<file path="src/rtl/prog_mem_loadable_if.sv">
// Fetch and program-load bundle for prog_mem_loadable.
// master drives requests and load words; slave is the memory.
interface prog_mem_loadable_if #(
  parameter int DATA_WIDTH = 8,
  parameter int ADDR_WIDTH = 8
);
  logic                  rd_en;
  logic [ADDR_WIDTH-1:0] address;
  logic [DATA_WIDTH-1:0] data_out;
  logic                  rd_valid;
  logic                  rd_oor;
  logic                  prog_start;
  logic                  prog_valid;
  logic [DATA_WIDTH-1:0] prog_data;
  logic                  prog_last;
  logic                  prog_ready;
  logic                  busy;
  logic                  load_done;
  logic [ADDR_WIDTH-1:0] load_count;
  logic                  par_err;

  modport master (
    output rd_en, address, prog_start,
    output prog_valid, prog_data, prog_last,
    input  data_out, rd_valid, rd_oor,
    input  prog_ready, busy, load_done,
    input  load_count, par_err
  );

  modport slave (
    input  rd_en, address, prog_start,
    input  prog_valid, prog_data, prog_last,
    output data_out, rd_valid, rd_oor,
    output prog_ready, busy, load_done,
    output load_count, par_err
  );
endinterface

</file>
<file path="src/rtl/prog_mem_loadable.sv">
// Loadable program memory with registered fetch port.
// Optional even-parity storage/check: define PMEM_PARITY_EN.
module prog_mem_loadable #(
  parameter int DATA_WIDTH = 8,
  parameter int ADDR_WIDTH = 8,
  parameter int DEPTH      = 128
) (
  input logic clk,
  input logic reset,
  prog_mem_loadable_if.slave bus
);
`ifdef PMEM_PARITY_EN
  localparam int MW = DATA_WIDTH + 1;
`else
  localparam int MW = DATA_WIDTH;
`endif
  localparam int IW = (DEPTH > 1) ? $clog2(DEPTH) : 1;
  localparam logic [ADDR_WIDTH:0] DEPTH_W =
    (ADDR_WIDTH+1)'(DEPTH);
  localparam logic [ADDR_WIDTH-1:0] LAST_P =
    ADDR_WIDTH'(DEPTH - 1);

  typedef enum logic {RUN, LOAD} state_e;

  state_e                state_q, state_d;
  logic [ADDR_WIDTH-1:0] ptr_q, ptr_d;
  logic [ADDR_WIDTH-1:0] cnt_q, cnt_d;
  logic [DATA_WIDTH-1:0] data_q, data_d;
  logic                  valid_q, valid_d;
  logic                  oor_q, oor_d;
  logic                  done_q, done_d;
  logic                  perr_q, perr_d;
  logic                  we;
  logic                  in_range;
  logic [MW-1:0]         wr_word;
  logic [MW-1:0]         rd_word;
  logic [MW-1:0]         mem_q [DEPTH];

  assign in_range = {1'b0, bus.address} < DEPTH_W;
  assign rd_word  = mem_q[bus.address[IW-1:0]];
`ifdef PMEM_PARITY_EN
  assign wr_word  = {^bus.prog_data, bus.prog_data};
`else
  assign wr_word  = bus.prog_data;
`endif

  always_comb begin
    state_d = state_q;
    ptr_d   = ptr_q;
    cnt_d   = cnt_q;
    data_d  = data_q;
    valid_d = 1'b0;
    oor_d   = 1'b0;
    done_d  = 1'b0;
    perr_d  = 1'b0;
    we      = 1'b0;
    unique case (state_q)
      RUN: begin
        if (bus.rd_en) begin
          if (in_range) begin
            data_d  = rd_word[DATA_WIDTH-1:0];
            valid_d = 1'b1;
`ifdef PMEM_PARITY_EN
            perr_d  = ^rd_word;
`endif
          end else begin
            oor_d = 1'b1;
          end
        end
        if (bus.prog_start) begin
          state_d = LOAD;
          ptr_d   = '0;
          cnt_d   = '0;
        end
      end
      LOAD: begin
        if (bus.prog_valid) begin
          we    = 1'b1;
          ptr_d = ptr_q + 1'b1;
          cnt_d = ptr_q + 1'b1;
          // final word or last slot ends the load
          if (bus.prog_last || ptr_q == LAST_P) begin
            state_d = RUN;
            done_d  = 1'b1;
          end
        end
      end
      default: state_d = RUN;
    endcase
  end

  always_ff @(posedge clk) begin
    if (reset) begin
      state_q <= RUN;
      ptr_q   <= '0;
      cnt_q   <= '0;
      data_q  <= '0;
      valid_q <= 1'b0;
      oor_q   <= 1'b0;
      done_q  <= 1'b0;
      perr_q  <= 1'b0;
    end else begin
      state_q <= state_d;
      ptr_q   <= ptr_d;
      cnt_q   <= cnt_d;
      data_q  <= data_d;
      valid_q <= valid_d;
      oor_q   <= oor_d;
      done_q  <= done_d;
      perr_q  <= perr_d;
    end
  end

  // array contents survive reset
  always_ff @(posedge clk) begin
    if (we && !reset) begin
      mem_q[ptr_q[IW-1:0]] <= wr_word;
    end
  end

  assign bus.data_out   = data_q;
  assign bus.rd_valid   = valid_q;
  assign bus.rd_oor     = oor_q;
  assign bus.prog_ready = (state_q == LOAD);
  assign bus.busy       = (state_q == LOAD);
  assign bus.load_done  = done_q;
  assign bus.load_count = cnt_q;
  assign bus.par_err    = perr_q;
endmodule

</file>
<file path="src/flat_wrapper.sv">
// flat-port wrapper written by rule: the top's interface ports become plain ports
module prog_mem_loadable_flat 
#(
  parameter int DATA_WIDTH = 8,
  parameter int ADDR_WIDTH = 8,
  parameter int DEPTH      = 128
)
  (clk, reset, bus_rd_en, bus_address, bus_prog_start, bus_prog_valid, bus_prog_data, bus_prog_last, bus_data_out, bus_rd_valid, bus_rd_oor, bus_prog_ready, bus_busy, bus_load_done, bus_load_count, bus_par_err);
  prog_mem_loadable_if #(.DATA_WIDTH(DATA_WIDTH), .ADDR_WIDTH(ADDR_WIDTH)) bus_i ();
  input logic clk;
  input logic reset;
  input wire logic [$bits(bus_i.rd_en)-1:0] bus_rd_en;
  input wire logic [$bits(bus_i.address)-1:0] bus_address;
  input wire logic [$bits(bus_i.prog_start)-1:0] bus_prog_start;
  input wire logic [$bits(bus_i.prog_valid)-1:0] bus_prog_valid;
  input wire logic [$bits(bus_i.prog_data)-1:0] bus_prog_data;
  input wire logic [$bits(bus_i.prog_last)-1:0] bus_prog_last;
  output wire logic [$bits(bus_i.data_out)-1:0] bus_data_out;
  output wire logic [$bits(bus_i.rd_valid)-1:0] bus_rd_valid;
  output wire logic [$bits(bus_i.rd_oor)-1:0] bus_rd_oor;
  output wire logic [$bits(bus_i.prog_ready)-1:0] bus_prog_ready;
  output wire logic [$bits(bus_i.busy)-1:0] bus_busy;
  output wire logic [$bits(bus_i.load_done)-1:0] bus_load_done;
  output wire logic [$bits(bus_i.load_count)-1:0] bus_load_count;
  output wire logic [$bits(bus_i.par_err)-1:0] bus_par_err;
  assign bus_i.rd_en = bus_rd_en;
  assign bus_i.address = bus_address;
  assign bus_i.prog_start = bus_prog_start;
  assign bus_i.prog_valid = bus_prog_valid;
  assign bus_i.prog_data = bus_prog_data;
  assign bus_i.prog_last = bus_prog_last;
  assign bus_data_out = bus_i.data_out;
  assign bus_rd_valid = bus_i.rd_valid;
  assign bus_rd_oor = bus_i.rd_oor;
  assign bus_prog_ready = bus_i.prog_ready;
  assign bus_busy = bus_i.busy;
  assign bus_load_done = bus_i.load_done;
  assign bus_load_count = bus_i.load_count;
  assign bus_par_err = bus_i.par_err;
  prog_mem_loadable #(.DATA_WIDTH(DATA_WIDTH), .ADDR_WIDTH(ADDR_WIDTH), .DEPTH(DEPTH)) u_core (.clk(clk), .reset(reset), .bus(bus_i));
endmodule
</file>
<file path="config.mk">
export PLATFORM = sky130hd
export DESIGN_NAME = prog_mem_loadable_flat
export DESIGN_NICKNAME = d
export VERILOG_FILES = /design/src/rtl/prog_mem_loadable_if.sv /design/src/rtl/prog_mem_loadable.sv /design/src/flat_wrapper.sv
export SDC_FILE = /design/constraint.sdc
export NUM_CORES = 1
export LEC_CHECK = 0
export BUFFER_PORTS_ARGS = -buffer_cell sky130_fd_sc_hd__buf_2
export CAP_MARGIN = 20
export CORE_UTILIZATION = 51
export DETAILED_ROUTE_END_ITERATION = 10
export PLACE_DENSITY_LB_ADDON = 0.25
export SETUP_SLACK_MARGIN = 0.02
export SLEW_MARGIN = 20
export SYNTH_ARGS = -nofsm -noshare
export SYNTH_HDL_FRONTEND = slang
export SYNTH_SLANG_ARGS = --single-unit
</file>
<file path="constraint.sdc">
create_clock -name clk -period 2.25 [get_ports clk]
set_input_delay 0.45 -clock clk [delete_from_list [all_inputs] [get_ports clk]]
set_output_delay 0.45 -clock clk [all_outputs]
set_load 0.01 [all_outputs]
</file>
==> key figures, run 1 <==
Floorplanning
  • Die Y-Extent: approximately 290 microns
  • Placement row count: 103
  • Die width: around 290 microns
  • Total die area: slightly above 80000 sq um
  • I/O pins: 44
  • Initial Util: 0.516
  • Core Footprint: ~79000 sq um

Worst setup path
  • Worst EP required: about 2800 ps
  • Worst setup SP type: register
  • Biggest cell delay along the critical path: between 500 and 600 ps
  • CP Buf/Inv Count: 3
  • Setup Crit Path Kind: register to register
  • CP top delay family: compound AO/OA/AOI/OAI gates
  • Reg2Reg Depth: 9
  • CP Cell Sequence: mux4_2 > mux2_2 > o22ai_2 > buf_4 > a2111oi_0 > buf_4 > a211oi_2 > buf_4 > nor4_1
  • Worst-path fanout max: 1
  • Setup crit end kind: register
  • Number of stages on the worst setup path: 9
  • Worst path arrival time: around 2800 ps
  • Most frequent CP cell: buf_4
  • Slowest cell on the critical path: a2111oi_0

Placed design
  • DP HPWL: 65200 microns
  • I/O Buffers: 42
  • Routability cong.: ~0.94

Yosys
  • Post-synth EDFFs: between 1000 and 1500
  • Synth unique cells: 60
  • Register area share after synthesis: 0.762
  • Post-synth top flop: edfxtp_1
  • Yosys top cell by area: edfxtp_1
  • Ys async rst share: 0
  • #FFs+latches synth: between 1000 and 1500
  • Cell count after synthesis: slightly below 2000
  • Post-Syn Area: about 41000 sq um
  • Area contributors post-synth: edfxtp_1, mux4_2, mux2i_1
  • Ys Warns: 0
  • Synth Net Count: approximately 2000
  • Share of the synthesized area in the top cell type: 0.752
  • Synth Area per Inst: around 21 sq um

Timing
  • Slew Limit Fails: 0
  • Clock skew: between 20 and 25 ps
  • Final hold viol count: 0
  • Worst slew margin: 0.399
  • Final Setup Violations: 0
  • Least-Margin Pin Slew: around 900 ps
  • Fmax: roughly 450 MHz
  • Final Cycle Share: 0.989
  • Fin Hold WS: 67.5 ps
  • Min cycle time layout: about 2200 ps
  • RSZ-0062 raised after global routing: yes

Global routing
  • Total track usage: 0.250
  • Vias in the first global route: 21900
  • GRT overflow: 0
  • Initial antenna violation count: 0
  • Global-route wire length before repair: between 100000 and 150000 microns
  • Largest net degree at the start of global routing: between 90 and 100

Clocking
  • Cts bufs inserted: about 100
  • TritonCTS Sinks: about 1000
  • Clock latency on the worst-skew pair: 670 ps
  • Clk slew on worst S/H paths: approximately 60 ps
  • Clock root buffer: clkbuf_16
  • Deepest clock path buffer count: 3
  • Post-CTS Hold Buffers: 0
  • H-tree depth: 3
  • CTS tree: done

Cells and area
  • Post-layout nets: about 2300
  • Fraction of layout cells with a size suffix above 1: 0.348
  • Antenna cells: 0
  • Area growth from synthesis to final layout: 18.9%

Outcome
  • Status: completed

Pwr
  • Leak Pwr: 15.8 nW
  • Power Density: 854 nW/um^2
  • Max VDD drop: roughly 700 uV
  • Overall Power: a little over 40 mW

Detailed routing
  • Antenna-violating nets left: 0
  • Initial DRC Count: ~2400
  • Drt total wl: about 100000 microns
  • DRC: 0
  • Vias/cell: 6.12
  • DR WL/cell: slightly below 30 microns
  • Via Count: 21100
  • Pre-Repair DR Iteration Count: 6

Worst hold path
  • Hold path cells: 2
  • HP Class: input port to register

Run
  • Max_cap viols: 0
routing by layer:
metal / vias to the layer above / share of wire / global-route usage / routed length [microns]
met1: 11100 / 0.40 / 0.348 / 40600
li1: 8877 / - / - / -
met3: 198 / 0.081 / 0.0554 / 8150
met2: 951 / 0.48 / 0.398 / 48200
met4: 0 / 0.034 / 0.0809 / 3420
met5: - / 0 / 0 / 0
registers in the layout (all words and copies together) (netlist names):
| signal | flops |
|---|---|
| u_core.mem_q | 1024 |
| u_core.bus.data_out | 8 |
| u_core.bus.load_count | 8 |
| u_core.bus.busy | 1 |
| u_core.bus.load_done | 1 |
| u_core.bus.rd_oor | 1 |
| u_core.bus.rd_valid | 1 |
worst paths after layout:
path / from / slack [ps] / end
setup / recovery: u_core.mem_q[36][1] / 20 / u_core.bus.data_out[1]
hold / removal: bus_rd_en / 70 / u_core.bus.rd_oor
setup reg to reg: u_core.mem_q[36][1] / 20 / u_core.bus.data_out[1]
hold reg to reg: u_core.bus.load_count[7] / 580 / u_core.bus.load_count[7]
cell usage after synthesis (2+ instances only):
master / count
a2111oi_0: 6
a211oi_1: 13
a21oi_1: 30
a221oi_1: 7
a22oi_1: 54
a311oi_1: 3
a31oi_1: 9
and2_1: 11
and3_1: 3
buf_1: 5
buf_12: 10
buf_2: 22
buf_4: 22
buf_6: 15
buf_8: 5
clkbuf_1: 31
clkbuf_4: 2
dfxtp_1: 20
edfxtp_1: 1024
inv_1: 2
mux2_2: 30
mux2i_1: 70
mux4_1: 12
mux4_2: 221
nand2_1: 57
nand2b_1: 6
nand3_1: 18
nand4_1: 3
nor2_1: 155
nor2b_1: 12
nor3_1: 13
nor3b_1: 3
nor4_1: 14
nor4_2: 2
o211ai_1: 2
o21ai_0: 14
o22ai_1: 12
or3_1: 2
cell type report:
cell class                 count  area (sq um)
sequential                  1044         31100
tap                         1050          1310
clock buffer                 129          2740
inverter                       3          11.3
clock inverter                63           805
fill                        5514         30600
multi-input combinational    803          9330
timing repair buffer         363          3230
logic make-up (layout without fill, tap and decap cells):
kind of cell    count (synthesis)  after routing  share of synthesized area
simple gates                  306            306                     0.0336
other cells                     1              1                  0.0000918
buf+inv                       115            558                     0.0216
mux                           333            333                      0.155
flops                        1044           1044                      0.762
compound gates                160            160                     0.0268
xor+xnor                        2              2                   0.000429
fa+ha+maj                       1              1                   0.000306
placed cells by master (no fill, tap or decap), types with 12 or more instances in the layout:
cell type	Yosys	final
a21oi_1	30	30
a22oi_1	54	54
buf_12	10	44
buf_2	22	31
buf_4	22	282
bufinv_16	0	18
clkbuf_1	31	23
clkbuf_16	0	106
clkinv_1	0	20
clkinv_2	0	15
dfxtp_1	20	20
edfxtp_1	1024	1024
mux2_2	30	29
mux2i_1	70	70
mux4_2	221	222
nand2_1	57	57
nand3_1	18	15
nor2_1	155	104
nor2_4	0	50
nor2b_1	12	12
o21ai_0	14	14
metrics by stage:
step	cell area, sq um	utilization	instances	setup WS [ps]	TNS [ps]
after floorplan	41300	-	1962	-83.3	-19890
after global placement	44900	0.568	3263	-721	-4990
after detailed placement	44900	0.568	3263	-795	-5190
after CTS	48500	0.613	3455	11.6	0
after global routing	48600	0.614	3455	-28.8	-28.8
final	48600	0.614	3455	23.9	0
timing repair:
action                                  CTS  global route
endpoints found under the hold margin     0             0
pin swaps                                 0             1
buffers inserted                          0             0
endpoints found under the setup margin    5             6
gates resized for setup                   8            15
power by group:
group,total (mW),switching (mW),leakage [nW],internal (mW)
registers,21.4,0.0275,9.36,21.3
clock network,18.0,7.25,1.72,10.7
logic,2.12,1.22,4.73,0.902
total,41.5,8.50,15.8,33.0
Note: power is estimated with default switching activity, not from simulation.
==> run 2: changes to the inputs <==
- BUFFER_PORTS_ARGS: -buffer_cell sky130_fd_sc_hd__buf_2 -> -buffer_cell sky130_fd_sc_hd__buf_4
==> key figures, run 2 (same netlist as run 1, synthesis figures left out) <==
Detailed routing
  • Max layer used: met4 (unchanged)
  • Wire length on met3: 7260 microns (was 8150 microns)
  • Antenna-violating nets left: 0 (unchanged)
  • Pre-Repair DR Iteration Count: 5 (was 6)
  • Routed met2 length: 47400 microns (was 48200 microns)
  • DR WL/cell: 28.3 microns (was 29.0 microns)
  • Wire length on met1: 40100 microns (was 40600 microns)
  • Vias/cell: 6.02 (was 6.12)
  • Drt total wl: 97400 microns (was 100000 microns)
  • Initial DRC Count: 2161 (was 2372)
  • Via Count: 20700 (was 21100)
  • DRC: 0 (unchanged)

Floorplanning
  • Die width: 285 microns (unchanged)
  • Placement row count: 103 (unchanged)
  • Die Y-Extent: 285 microns (unchanged)
  • I/O pins: 44 (unchanged)
  • Initial Util: 0.516 (unchanged)
  • Total die area: 81300 sq um (unchanged)
  • Core Footprint: 79100 sq um (unchanged)

Placed design
  • Routability cong.: 0.918 (was 0.936)
  • DP HPWL: 64000 microns (was 65200 microns)
  • I/O Buffers: 42 (unchanged)

Worst setup path
  • Slowest cell on the critical path: mux4_2 (was a2111oi_0)
  • Worst path arrival time: 2740 ps (was 2790 ps)
  • Setup crit end kind: register (unchanged)
  • Setup slack, reg-to-reg: 50 ps (was 20 ps)
  • Worst EP required: 2790 ps (was 2820 ps)
  • CP Buf/Inv Count: 1 (was 3)
  • Most frequent CP cell: mux4_2 (was buf_4)
  • Biggest cell delay along the critical path: 510 ps (was 520 ps)
  • Worst-path fanout max: 1 (unchanged)
  • Reg2Reg Depth: 7 (was 9)
  • CP top delay family: multiplexers (was compound AO/OA/AOI/OAI gates)
  • CP Cell Sequence: mux4_2 > mux4_2 > o22ai_2 > buf_6 > nor3_4 > nor4_2 > nor4_1 (was mux4_2 > mux2_2 > o22ai_2 > buf_4 > a2111oi_0 > buf_4 > a211oi_2 > buf_4 > nor4_1)
  • Worst reg2reg startpoint: u_core.mem_q[75][7] (was u_core.mem_q[36][1])
  • Worst setup SP type: register (unchanged)
  • RR Endpoint: u_core.bus.data_out[7] (was u_core.bus.data_out[1])
  • Setup Crit Path Kind: register to register (unchanged)

Timing
  • Min cycle time layout: 2200 ps (was 2230 ps)
  • Final Cycle Share: 0.979 (was 0.989)
  • Final hold viol count: 0 (unchanged)
  • Final setup TNS: 0 ps (unchanged)
  • RSZ-0062 raised after global routing: yes (unchanged)
  • Least-Margin Pin Slew: 926 ps (was 899 ps)
  • Slew Limit Fails: 0 (unchanged)
  • Fin Hold WS: 78.4 ps (was 67.5 ps)
  • Final Setup Violations: 0 (unchanged)
  • Fmax: 454 MHz (was 449 MHz)
  • Clock skew: 23.5 ps (was 24.6 ps)
  • Worst slew margin: 0.381 (was 0.399)

Outcome
  • Status: completed (unchanged)

Run
  • Max_cap viols: 0 (unchanged)

Cells and area
  • Commonest non-fill, non-tap cell in the layout: edfxtp_1 (unchanged)
  • Area growth from synthesis to final layout: 18.6% (was 18.9%)
  • Post-layout util: 0.613 (was 0.614)
  • Post-layout nets: 2328 (was 2342)
  • Max reg flops: 1024 (unchanged)
  • Fraction of layout cells with a size suffix above 1: 0.349 (was 0.348)
  • Fill cell count: 5541 (was 5514)
  • Commonest non-fill, non-tap cells in the layout: edfxtp_1, buf_4, mux4_2 (unchanged)

Global routing
  • Vias in the first global route: 21100 (was 21900)
  • Total track usage: 0.243 (was 0.250)
  • Initial antenna violation count: 0 (unchanged)
  • Largest net degree at the start of global routing: 129 (was 93)
  • Global-route wire length before repair: 143000 microns (was 147000 microns)
  • GRT overflow: 0 (unchanged)

Worst hold path
  • Worst hold start: bus_rd_en (unchanged)
  • HP Class: input port to register (unchanged)
  • Worst Hold Endpoint: u_core.bus.rd_oor (unchanged)
  • Hold path cells: 2 (unchanged)

Pwr
  • NetSw: 8.37 mW (was 8.50 mW)
  • Sequential fraction of design power: 0.524 (was 0.516)
  • Net Sw Frac: 0.205 (about the same)
  • Max VDD drop: 848 uV (was 687 uV)
  • Combinational share of power: 0.053 (was 0.051)
  • Pint: 32.4 mW (was 33.0 mW)
  • Power Density: 842 nW/um^2 (was 854 nW/um^2)
  • Clock Power Share: 0.423 (was 0.433)
  • Overall Power: 40.8 mW (was 41.5 mW)
  • Leak Pwr: 15.7 nW (was 15.8 nW)

Clocking
  • Post-CTS Setup Repair Bufs: 0 (unchanged)
  • CTS tree: done (unchanged)
  • Clock root buffer: clkbuf_16 (unchanged)
  • Cts bufs inserted: 103 (was 104)
  • Deepest clock path buffer count: 3 (unchanged)
  • Clk slew on worst S/H paths: 60 ps (about the same)
  • H-tree depth: 3 (unchanged)
  • Post-CTS Hold Buffers: 0 (unchanged)
  • Clock latency on the worst-skew pair: 660 ps (was 670 ps)
  • TritonCTS Sinks: 1044 (unchanged)
==> run 2: changes by cell type in the layout (fill, tap and decap cells not counted), moves of 4 or more <==
cell       previous run  this run
buf_2                31         0
bufinv_16            18        12
clkinv_2             15        21
clkbuf_1             23        15
clkinv_1             20        24
buf_12               44        40
inv_6                 4         0
clkbuf_8              1         5
buf_4               282       302
==> run 2: worst max path at each step <==
stage,end,slack (ps),depth (start not counted),start
after global routing,u_core.bus.data_out[7],-60,7,u_core.mem_q[74][7]
final,u_core.bus.data_out[7],50,7,u_core.mem_q[75][7]
after detailed placement,u_core.bus.data_out[1],-880,10,bus_address[1]
after CTS,u_core.bus.data_out[6],30,7,u_core.mem_q[65][6]
after floorplan,u_core.mem_q[104][0],-80,6,u_core.bus.busy
after global placement,u_core.bus.data_out[5],-830,11,bus_address[1]
==> run 2: what timing repair did <==
action	in CTS	in global routing
pin swaps	0	11
endpoints found under the setup margin	5	7
resized for setup	11	27
cloned	0	1
==> run 2: routing by layer <==
metal | vias to the layer above | GRT usage
met5 | - | 0
met3 | 146 | 0.0459
met2 | 848 | 0.389
met4 | 0 | 0.0675
li1 | 8838 | -
met1 | 10900 | 0.345
==> run 2: per-stage QoR <==
| stage | instance area [sq um] | std cells | setup WS, ps |
|---|---|---|---|
| 6_report | 48500 | 3441 | 47.1 |
| 5_1_grt | 48500 | 3440 | -56.2 |
| 4_1_cts | 48300 | 3441 | 28.7 |
| 3_5_place_dp | 44900 | 3252 | -883 |
| 3_3_place_gp | 44900 | 3252 | -828 |
| 2_1_floorplan | 41300 | 1962 | -83.3 |
==> run 2: power groups by stage <==
| stage | sequential [mW] | clock [mW] | combinational, mW |
|---|---|---|---|
| global placement | 21.8 | 0 | 2.07 |
| global route | 21.4 | 18.2 | 2.26 |
| CTS | 21.4 | 17.5 | 2.12 |
| floorplan | 21.8 | 0 | 1.04 |
| finish | 21.4 | 17.3 | 2.15 |
| detailed placement | 21.8 | 0 | 2.11 |
==> run 2: layout make-up <==
| cell class | count | area, sq um | area share |
|---|---|---|---|
| Clock inverter | 64 | 632 | 0.0130 |
| Multi-Input combinational cell | 803 | 9370 | 0.193 |
| Sequential cell | 1044 | 31100 | 0.643 |
| Inverter | 3 | 11.3 | 0.000232 |
| Timing Repair Buffer | 350 | 3210 | 0.0662 |
| Antenna cell | 1 | 2.50 | 0.0000516 |
| Clock buffer | 126 | 2790 | 0.0575 |
| Tap cell | 1050 | 1310 | 0.0271 |
==> run 2: worst reg2reg max path, stage by stage (launching register included) <==
cell and delay [ps]:
edfxtp_1 390, mux4_2 510, mux4_2 510, o22ai_2 140, buf_6 140, nor3_4 40, nor4_2 270, nor4_1 80
